**src/rtl/fwd_hazard_tracker.sv**
```systemverilog
// fwd_hazard_tracker: EX-stage forwarding select and load-use stall control for a 5-stage pipeline.
// Ports: clk, reset_n (async active-low); d_* decode-stage instruction fields;
//        stall (freeze F/D), e_sel_rs/e_sel_rt (00 regfile, 01 M ALU, 10 W data),
//        stall_cnt (saturating stall-cycle count).
module fwd_hazard_tracker #(
  parameter int REG_AW = 5,
  parameter int CNT_W  = 32
) (
  input  logic              clk,
  input  logic              reset_n,
  input  logic [REG_AW-1:0] d_rs,
  input  logic [REG_AW-1:0] d_rt,
  input  logic              d_rs_use,
  input  logic              d_rt_use,
  input  logic [REG_AW-1:0] d_dst,
  input  logic              d_we,
  input  logic [1:0]        d_tnew,
  output logic              stall,
  output logic [1:0]        e_sel_rs,
  output logic [1:0]        e_sel_rt,
  output logic [CNT_W-1:0]  stall_cnt
);
  logic [REG_AW-1:0] e_rs_q, e_rt_q, e_dst_q, m_dst_q, w_dst_q;
  logic [REG_AW-1:0] e_rs_d, e_rt_d, e_dst_d;
  logic              e_rs_use_q, e_rt_use_q, e_we_q, e_ld_q, m_we_q, m_ld_q, w_we_q;
  logic              e_rs_use_d, e_rt_use_d, e_we_d, e_ld_d;
  logic [CNT_W-1:0]  cnt_q, cnt_d;
  logic              e_live, m_live, w_live;
  // Records with we=0 or dst=$0 never produce a usable value.
  assign e_live = e_we_q && e_dst_q != '0;
  assign m_live = m_we_q && m_dst_q != '0;
  assign w_live = w_we_q && w_dst_q != '0;
  assign stall = e_live && e_ld_q &&
                 ((d_rs_use && d_rs == e_dst_q) || (d_rt_use && d_rt == e_dst_q));
  // A load sitting in M is never forwarded from M; its value is only valid at W.
  assign e_sel_rs = !e_rs_use_q ? 2'b00 :
                    (m_live && !m_ld_q && m_dst_q == e_rs_q) ? 2'b01 :
                    (w_live && w_dst_q == e_rs_q) ? 2'b10 : 2'b00;
  assign e_sel_rt = !e_rt_use_q ? 2'b00 :
                    (m_live && !m_ld_q && m_dst_q == e_rt_q) ? 2'b01 :
                    (w_live && w_dst_q == e_rt_q) ? 2'b10 : 2'b00;
  assign stall_cnt = cnt_q;
  always_comb begin
    e_rs_d     = stall ? '0 : d_rs;
    e_rt_d     = stall ? '0 : d_rt;
    e_dst_d    = stall ? '0 : d_dst;
    e_rs_use_d = !stall && d_rs_use;
    e_rt_use_d = !stall && d_rt_use;
    e_we_d     = !stall && d_we;
    // Only tnew==1 is an ALU result; every other code is treated as a load.
    e_ld_d     = !stall && d_tnew != 2'd1;
    cnt_d      = (stall && !(&cnt_q)) ? cnt_q + 1'b1 : cnt_q;
  end
  always_ff @(posedge clk or negedge reset_n) begin
    if (!reset_n) begin
      e_rs_q     <= '0;
      e_rt_q     <= '0;
      e_dst_q    <= '0;
      e_rs_use_q <= 1'b0;
      e_rt_use_q <= 1'b0;
      e_we_q     <= 1'b0;
      e_ld_q     <= 1'b0;
      m_dst_q    <= '0;
      m_we_q     <= 1'b0;
      m_ld_q     <= 1'b0;
      w_dst_q    <= '0;
      w_we_q     <= 1'b0;
      cnt_q      <= '0;
    end else begin
      e_rs_q     <= e_rs_d;
      e_rt_q     <= e_rt_d;
      e_dst_q    <= e_dst_d;
      e_rs_use_q <= e_rs_use_d;
      e_rt_use_q <= e_rt_use_d;
      e_we_q     <= e_we_d;
      e_ld_q     <= e_ld_d;
      m_dst_q    <= e_dst_q;
      m_we_q     <= e_we_q;
      m_ld_q     <= e_ld_q;
      w_dst_q    <= m_dst_q;
      w_we_q     <= m_we_q;
      cnt_q      <= cnt_d;
    end
  end
endmodule

```
**config.mk**
```make
export PLATFORM = sky130hd
export DESIGN_NAME = fwd_hazard_tracker
export DESIGN_NICKNAME = d
export VERILOG_FILES = /design/src/rtl/fwd_hazard_tracker.sv
export SDC_FILE = /design/constraint.sdc
export NUM_CORES = 1
export LEC_CHECK = 0
export ABC_AREA = 1
export CORE_ASPECT_RATIO = 1.2
export CORE_MARGIN = 2
export CORE_UTILIZATION = 50
export CTS_BUF_LIST = sky130_fd_sc_hd__clkbuf_16
export CTS_CLUSTER_DIAMETER = 150
export CTS_CLUSTER_SIZE = 28
export DETAILED_ROUTE_END_ITERATION = 7
export PLACE_DENSITY = 0.75
export RECOVER_POWER = 100
export SETUP_SLACK_MARGIN = 0.02
export SLEW_MARGIN = 20
export SYNTH_ARGS = -nofsm -noshare
export SYNTH_HDL_FRONTEND = slang
export SYNTH_SLANG_ARGS = --single-unit
```
**constraint.sdc**
```tcl
create_clock -name clk -period 2.2 [get_ports clk]
set_clock_uncertainty 0.2 [all_clocks]
set_input_delay 0.55 -clock clk [delete_from_list [all_inputs] [get_ports clk]]
set_output_delay 0.55 -clock clk [all_outputs]
set_load 0.01 [all_outputs]
```
==> flow_metrics.py, run 1 <==
metrics = {
    "sta": {
        "finalSetupViolations": 5,
        "setup_ws_ns": -0.2509,
        "maxSlewHeadroom_pct": -5.213,
        "timing.fmax_mhz": 408.0,
        "report.final.slew_viol_count": 65,
        "worstMarginPinSlew_ns": 1.578,
        "hold_viol_final": 0,
        "rsz0062_at_grt": "yes",
        "fin_crit_sh_pct": 111.4,
        "period_needed_ns": 2.451,
    },
    "logic_synthesis": {
        "avgSynthCellArea_um2": 7.207,
        "synth_cell_type_count": 23,
        "yosysWarnings": 0,
        "yosys.area.top_type_share_pct": 44.00,
        "syn-cell-area_mm2": 0.003640,
        "ys_seq_area_share_pct": 44.00,
        "yosys-top-cells-area": "dfrtp_1 44%, nand2_1 20%, nor2_1 8.0%",
        "synth_fp_nets": 528,
        "syn_inst": 505,
        "synth_top_area_cell": "dfrtp_1",
        "ys_ff_latch": 64,
    },
    "worst_hold_path": {
        "worstHoldPathType": "flip-flop to flip-flop",
        "hp-start": "m_we_q",
    },
    "setup_path": {
        "crit_type": "flip-flop to output port",
        "critPathLaunch": "w_dst_q[2]",
        "start_kind": "flip-flop",
        "reg2reg_from": "e_dst_q[1]",
        "worstPathMaxFanout": 3,
        "end_kind": "output port",
        "required_ns": 1.45,
        "worstPathArrival_ns": 1.70,
    },
    "power": {
        "power.density_mw_per_mm2": 667.0,
        "leakage_nw": 2.400,
        "peakVddDrop_uv": 420.7,
    },
    "drt": {
        "drc": 0,
        "drtIter0Drc": 312,
        "postRouteAntennaNets": 0,
        "first_pass_iters": 5,
        "wirelength_um": 11450,
        "num_vias": 3679,
        "via_per_inst": 5.256,
        "routedWlPerCell_um": 16.35,
    },
    "place": {
        "io_buffer_count": 58,
        "place_congestion": 0.8708,
        "dp.final_hpwl_um": 7449,
        "pre_cts_slack_ns": -0.7780,
        "dp_cells": 667,
    },
    "grt": {
        "grt_pass1_wl_um": 17410,
        "grt_max_degree": 65,
        "grt_overflow": 0,
        "grt_usage_pct": 29.01,
        "antenna_found_initial": 0,
        "grt_pass1_vias": 3775,
    },
    "floorplanning": {
        "die_area_mm2": 0.007981,
        "start_util_pct": 50.93,
        "ios": 59,
        "die_y_um": 97.47,
        "die_w_um": 81.89,
        "std_cell_rows": 34,
        "core_mm2": 0.007147,
    },
    "cells_and_area": {
        "fill_cells": 599,
        "final_common_cell": "nand2_1",
        "nets": 628,
        "final_cell_mix": "191 x nand2_1, 73 x nor2_1, 55 x dfrtp_1, 40 x clkdlybuf4s50_1, 38 x buf_4",
        "stdcell_count": 700,
        "n_antenna_cell": 0,
        "synthToLayoutAreaGrowth_pct": 37.16,
        "drive_above_1_share_pct": 18.03,
    },
    "clock_tree": {
        "clockBufferDepth": 2,
        "h-tree-depth": 3,
        "numClockSinks": 64,
        "root_buffer": "clkbuf_16",
        "clk_latency_ns": 0.33,
        "clkTransAtPathRegs_ns": 0.05,
        "cts_tree": "done",
        "post_cts_hold_buffer_count": 0,
        "numCtsBuffers": 9,
    },
    "run_status": {
        "status": "finished, violations left",
        "violations": "capacitance limit, slew limit, setup timing",
    },
    "job": {
        "drv_cap": 1,
    },
}
-- per-stage QoR --
stage               hold slack (ns)  power [mW]  setup TNS [ns]  instance area (um^2)  utilization (%)
floorplan                   0.05441       1.444               0                  3640                -
global placement             0.1611       1.646          -20.45                  4487            62.78
detailed placement           0.1659       1.658          -22.88                  4487            62.78
CTS                         0.03625       3.320         -0.3636                  4956            69.35
global route                 0.1938       3.441          -1.560                  4992            69.85
finish                       0.1793       3.330         -0.8936                  4992            69.85
-- critical path, stage by stage (launching register included) --
cell and delay [ns]:
dfrtp_1 0.41, nor2_1 0.17, nand3_1 0.19, o21ai_0 0.20, inv_1 0.09, nand4_1 0.13
a21oi_2 0.04, buf_2 0.14
-- where the power goes --
part           internal, mW  leakage, nW  total [mW]  switching [mW]
combinational         0.188         1.43       0.404           0.217
clock                  1.11        0.166        1.64           0.534
sequential             1.23        0.805        1.28          0.0518
total                  2.53         2.40        3.33           0.802
-- metal layers --
| layer | track usage [%] | wire (um) | up-vias |
|---|---|---|---|
| li1 | - | - | 1774 |
| met1 | 31.87 | 4368 | 1726 |
| met2 | 52.78 | 6122 | 138 |
| met3 | 3.717 | 466 | 41 |
| met4 | 14.36 | 490 | 0 |
| met5 | 0 | 0 | - |
-- cells in the mapped netlist (all sizes together) --
| library cell | number |
|---|---|
| and2 | 1 |
| ha | 1 |
| nand3 | 42 |
| nor2 | 80 |
| a21oi | 9 |
| o22ai | 2 |
| o21ai | 4 |
| xor2 | 16 |
| buf | 11 |
| xnor2 | 13 |
| nand3b | 14 |
| inv | 41 |
| dfrtp | 64 |
| nor3 | 7 |
| nand4 | 3 |
| nand2 | 197 |
-- sequential cells by signal (all words and copies together), names as in the netlist --
name / flops
e_rt_q: 5
w_we_q: 1
e_we_q: 1
m_dst_q: 5
m_ld_q: 1
e_dst_q: 5
e_ld_q: 1
m_we_q: 1
stall_cnt: 32
w_dst_q: 5
e_rs_q: 5
e_rt_use_q: 1
e_rs_use_q: 1
-- kinds of logic (layout without fill, tap and decap cells) --
kind of cell               after synthesis  count (layout)  share of synthesized area [%]
and+or+nand+nor                        344             344                          40.19
DFF                                     64              64                          44.00
buffers and inverters                   52             157                          6.256
xor gates and xnor gates                29              29                          6.978
adders and majority gates                1               1                         0.3437
AOI/OAI and AO/OA                       15              15                          2.234
-- worst paths after layout --
kind                                 end  slack (ns)  depth (start not counted)
min in group asynchronous     e_rs_use_q        0.50                          2
max in group asynchronous   stall_cnt[2]        0.25                          2
setup / recovery             e_sel_rs[1]       -0.25                          7
hold / removal                    w_we_q        0.18                          0
hold reg to reg                   w_we_q        0.18                          0
setup reg to reg           stall_cnt[23]        0.11                         13
-- repair_timing --
item,in CTS,in global routing
pin swaps,20,15
endpoints found under the setup margin,56,39
buffers inserted,16,1
gates resized for setup,44,30
-- area by class of cell --
class | count | area, um^2 | area share (%)
well taps | 90 | 112.6 | 2.256
multi-input cells | 389 | 1894 | 37.94
flip-flops and latches | 64 | 1613 | 32.31
repair buffers | 100 | 873.3 | 17.49
clock inverters | 7 | 120.1 | 2.406
inverters | 41 | 153.9 | 3.083
clock buffers | 9 | 225.2 | 4.511
Power figures use the tool's default switching activity.
==> run 2, diff against run 1 <==
--- a/config.mk
+++ b/config.mk
@@ -13,7 +13,9 @@
 export CTS_CLUSTER_DIAMETER = 150
 export CTS_CLUSTER_SIZE = 28
 export DETAILED_ROUTE_END_ITERATION = 7
-export PLACE_DENSITY = 0.75
+export DONT_BUFFER_PORTS = 1
+export GPL_TIMING_DRIVEN = 0
+export PLACE_DENSITY = 0.65
 export RECOVER_POWER = 100
 export SETUP_SLACK_MARGIN = 0.02
 export SLEW_MARGIN = 20
==> run 2 against run 1 <==
Compared with the run above:
- the flow finishes with violations (hold timing, setup timing)
- combinational power fell by 50%
- power fell by 14%
- sequential power rose by 4%
- first-iteration DRC count fell by 57%
- cell area fell by 16%
- hold slack got worse by 0.47 ns
- global-route usage fell by 2.7 points
- core utilization fell by 11 points
- clock power fell by 19%
- maximum frequency rose by 4.9%
- critical path type unchanged
- largest power group is now registers
- highest routed layer unchanged
==> flow_metrics.py, run 2 (same netlist as run 1, synthesis figures left out) <==
metrics = {
    "setup_path": {
        "crit_type": "flip-flop to output port",
        "r2r_slack_ns": 0.06,
        "start_kind": "flip-flop",
        "r2r_cells": 12,
        "cp_slowest_cell": "dfrtp_1",
        "crit_chain": "inv_2 > nand2_1 > o21ai_1 > nor2_1 > nand3_2 > a21oi_4 > buf_6",
        "critPathLaunch": "e_dst_q[0]",
        "required_ns": 1.45,
        "crit_end": "stall",
        "end_kind": "output port",
        "worstPathMaxFanout": 5,
        "cpLargestDelayFamily": "flip-flops",
        "cp.depth": 7,
        "cpPeakStageDelay_ns": 0.42,
        "reg2reg_from": "e_dst_q[0]",
        "worstPathArrival_ns": 1.59,
        "r2r-end": "stall_cnt[1]",
        "crit_buf_inv": 2,
    },
    "clock_tree": {
        "clk_latency_ns": 0.33,
        "h-tree-depth": 3,
        "clockBufferDepth": 2,
        "root_buffer": "clkbuf_16",
        "numClockSinks": 64,
        "numCtsBuffers": 9,
        "clkTransAtPathRegs_ns": 0.06,
        "cts_tree": "done",
    },
    "sta": {
        "holdWs_ns": -0.2914,
        "hold_viol_final": 64,
        "worstMarginPinSlew_ns": 0.4271,
        "finalSetupViolations": 3,
        "fin_crit_sh_pct": 106.2,
        "timing.fmax_mhz": 428.1,
        "period_needed_ns": 2.336,
        "report.final.slew_viol_count": 0,
        "maxSlewHeadroom_pct": 71.42,
        "setup_ws_ns": -0.1360,
        "rsz0062_at_grt": "yes",
    },
    "drt": {
        "num_vias": 3229,
        "wirelength_um": 9611,
        "drtIter0Drc": 135,
        "first_pass_iters": 4,
        "routedWlPerCell_um": 15.55,
        "postRouteAntennaNets": 0,
        "drc": 0,
        "via_per_inst": 5.225,
    },
    "cells_and_area": {
        "drive_above_1_share_pct": 13.26,
        "fin_area_mm2": 0.004175,
        "largest_reg_flops": 32,
        "n_antenna_cell": 0,
        "synthToLayoutAreaGrowth_pct": 14.71,
        "final_cell_mix": "196 x nand2_1, 74 x nor2_1, 58 x dfrtp_1, 37 x nand3_1, 33 x inv_1",
        "final_common_cell": "nand2_1",
        "stdcell_count": 618,
        "nets": 546,
    },
    "run_status": {
        "status": "finished, violations left",
        "violations": "hold timing, setup timing",
    },
    "grt": {
        "grt_pass1_vias": 3333,
        "grt_max_degree": 65,
        "grt_pass1_wl_um": 15780,
        "antenna_found_initial": 0,
        "grt_usage_pct": 26.33,
        "grt_overflow": 0,
    },
    "place": {
        "io_buffer_count": 0,
        "dpl_cell_area_mm2": 0.003752,
        "dp_cells": 595,
        "dp.final_hpwl_um": 7115,
        "place_congestion": 0.9881,
    },
    "job": {
        "drv_cap": 0,
    },
    "floorplanning": {
        "die_y_um": 97.47,
        "die_area_mm2": 0.007981,
        "start_util_pct": 50.93,
        "ios": 59,
        "std_cell_rows": 34,
        "die_w_um": 81.89,
        "core_mm2": 0.007147,
    },
    "worst_hold_path": {
        "worstHoldPathType": "primary input to async pin",
    },
    "power": {
        "leakage_nw": 2.006,
        "peakVddDrop_uv": 449.3,
        "power.density_mw_per_mm2": 684.7,
    },
}
run 2: final cells by class:
cell class	count	area [um^2]
fill	677	2972
multi-input combinational	389	1889
sequential	64	1609
clock buffer	9	225.2
inverter	41	153.9
tap	90	112.6
buffer	11	80.08
clock inverter	7	55.05
timing repair buffer	7	50.05
run 2: per-layer routing:
metal  vias to the layer above  share of wire, %  GRT usage [%]
met4                         0               3.7          11.28
met1                      1528                38          28.34
met3                        26               4.1          6.413
li1                       1603                 -              -
met2                        72                54          47.34
met5                         -                 0              0
run 2: per-stage QoR:
| stage | total power [mW] | util, % | worst slack (ns) | TNS, ns |
|---|---|---|---|---|
| 6_report | 2.859 | 58.42 | -0.1360 | -0.1605 |
| 5_1_grt | 2.973 | 58.42 | -0.1721 | -1.052 |
| 4_1_cts | 2.866 | 57.55 | -0.1057 | -0.1219 |
| 3_5_place_dp | 1.498 | 52.50 | -0.1625 | -4.047 |
| 3_3_place_gp | 1.491 | 52.50 | -0.1456 | -3.854 |
| 2_1_floorplan | 1.444 | - | 0.1386 | 0 |
run 2: worst min-delay path by stage:
stage	start	cells after the start	slack, ns	endpoint
3_3_place_gp	reset_n	0	0.06	stall_cnt[12]
3_5_place_dp	reset_n	0	0.06	stall_cnt[12]
6_report	reset_n	0	-0.29	stall_cnt[6]
5_1_grt	reset_n	0	-0.31	stall_cnt[12]
4_1_cts	reset_n	0	-0.30	stall_cnt[12]
2_1_floorplan	reset_n	0	0.05	e_dst_q[0]
run 2: worst reg2reg max path, delay by kind of cell (launching register included):
kind | cells | cell delay, ns
flops | 1 | 0.42
buf+inv | 5 | 0.67
compound gates | 2 | 0.23
simple gates | 5 | 0.56
run 2: power breakdown:
| part | internal (mW) | switching (mW) |
|---|---|---|
| Sequential | 1.23 | 0.0921 |
| Combinational | 0.0921 | 0.112 |
| Clock | 0.771 | 0.557 |
| Total | 2.10 | 0.762 |
run 2: timing repair:
action / CTS / global route
endpoints found under the hold margin: 64 / 64
endpoints found under the setup margin: 37 / 37
pin swaps: 15 / 19
resized for setup: 16 / 16
cloned: 1 / 0
buffers inserted: 2 / 4
==> run 3, diff against run 2 <==
--- a/config.mk
+++ b/config.mk
@@ -6,6 +6,7 @@
 export NUM_CORES = 1
 export LEC_CHECK = 0
 export ABC_AREA = 1
+export CAP_MARGIN = 20
 export CORE_ASPECT_RATIO = 1.2
 export CORE_MARGIN = 2
 export CORE_UTILIZATION = 50
==> results of run 3 <==
The final DEF is identical to that of run 2; final timing and power are the same.
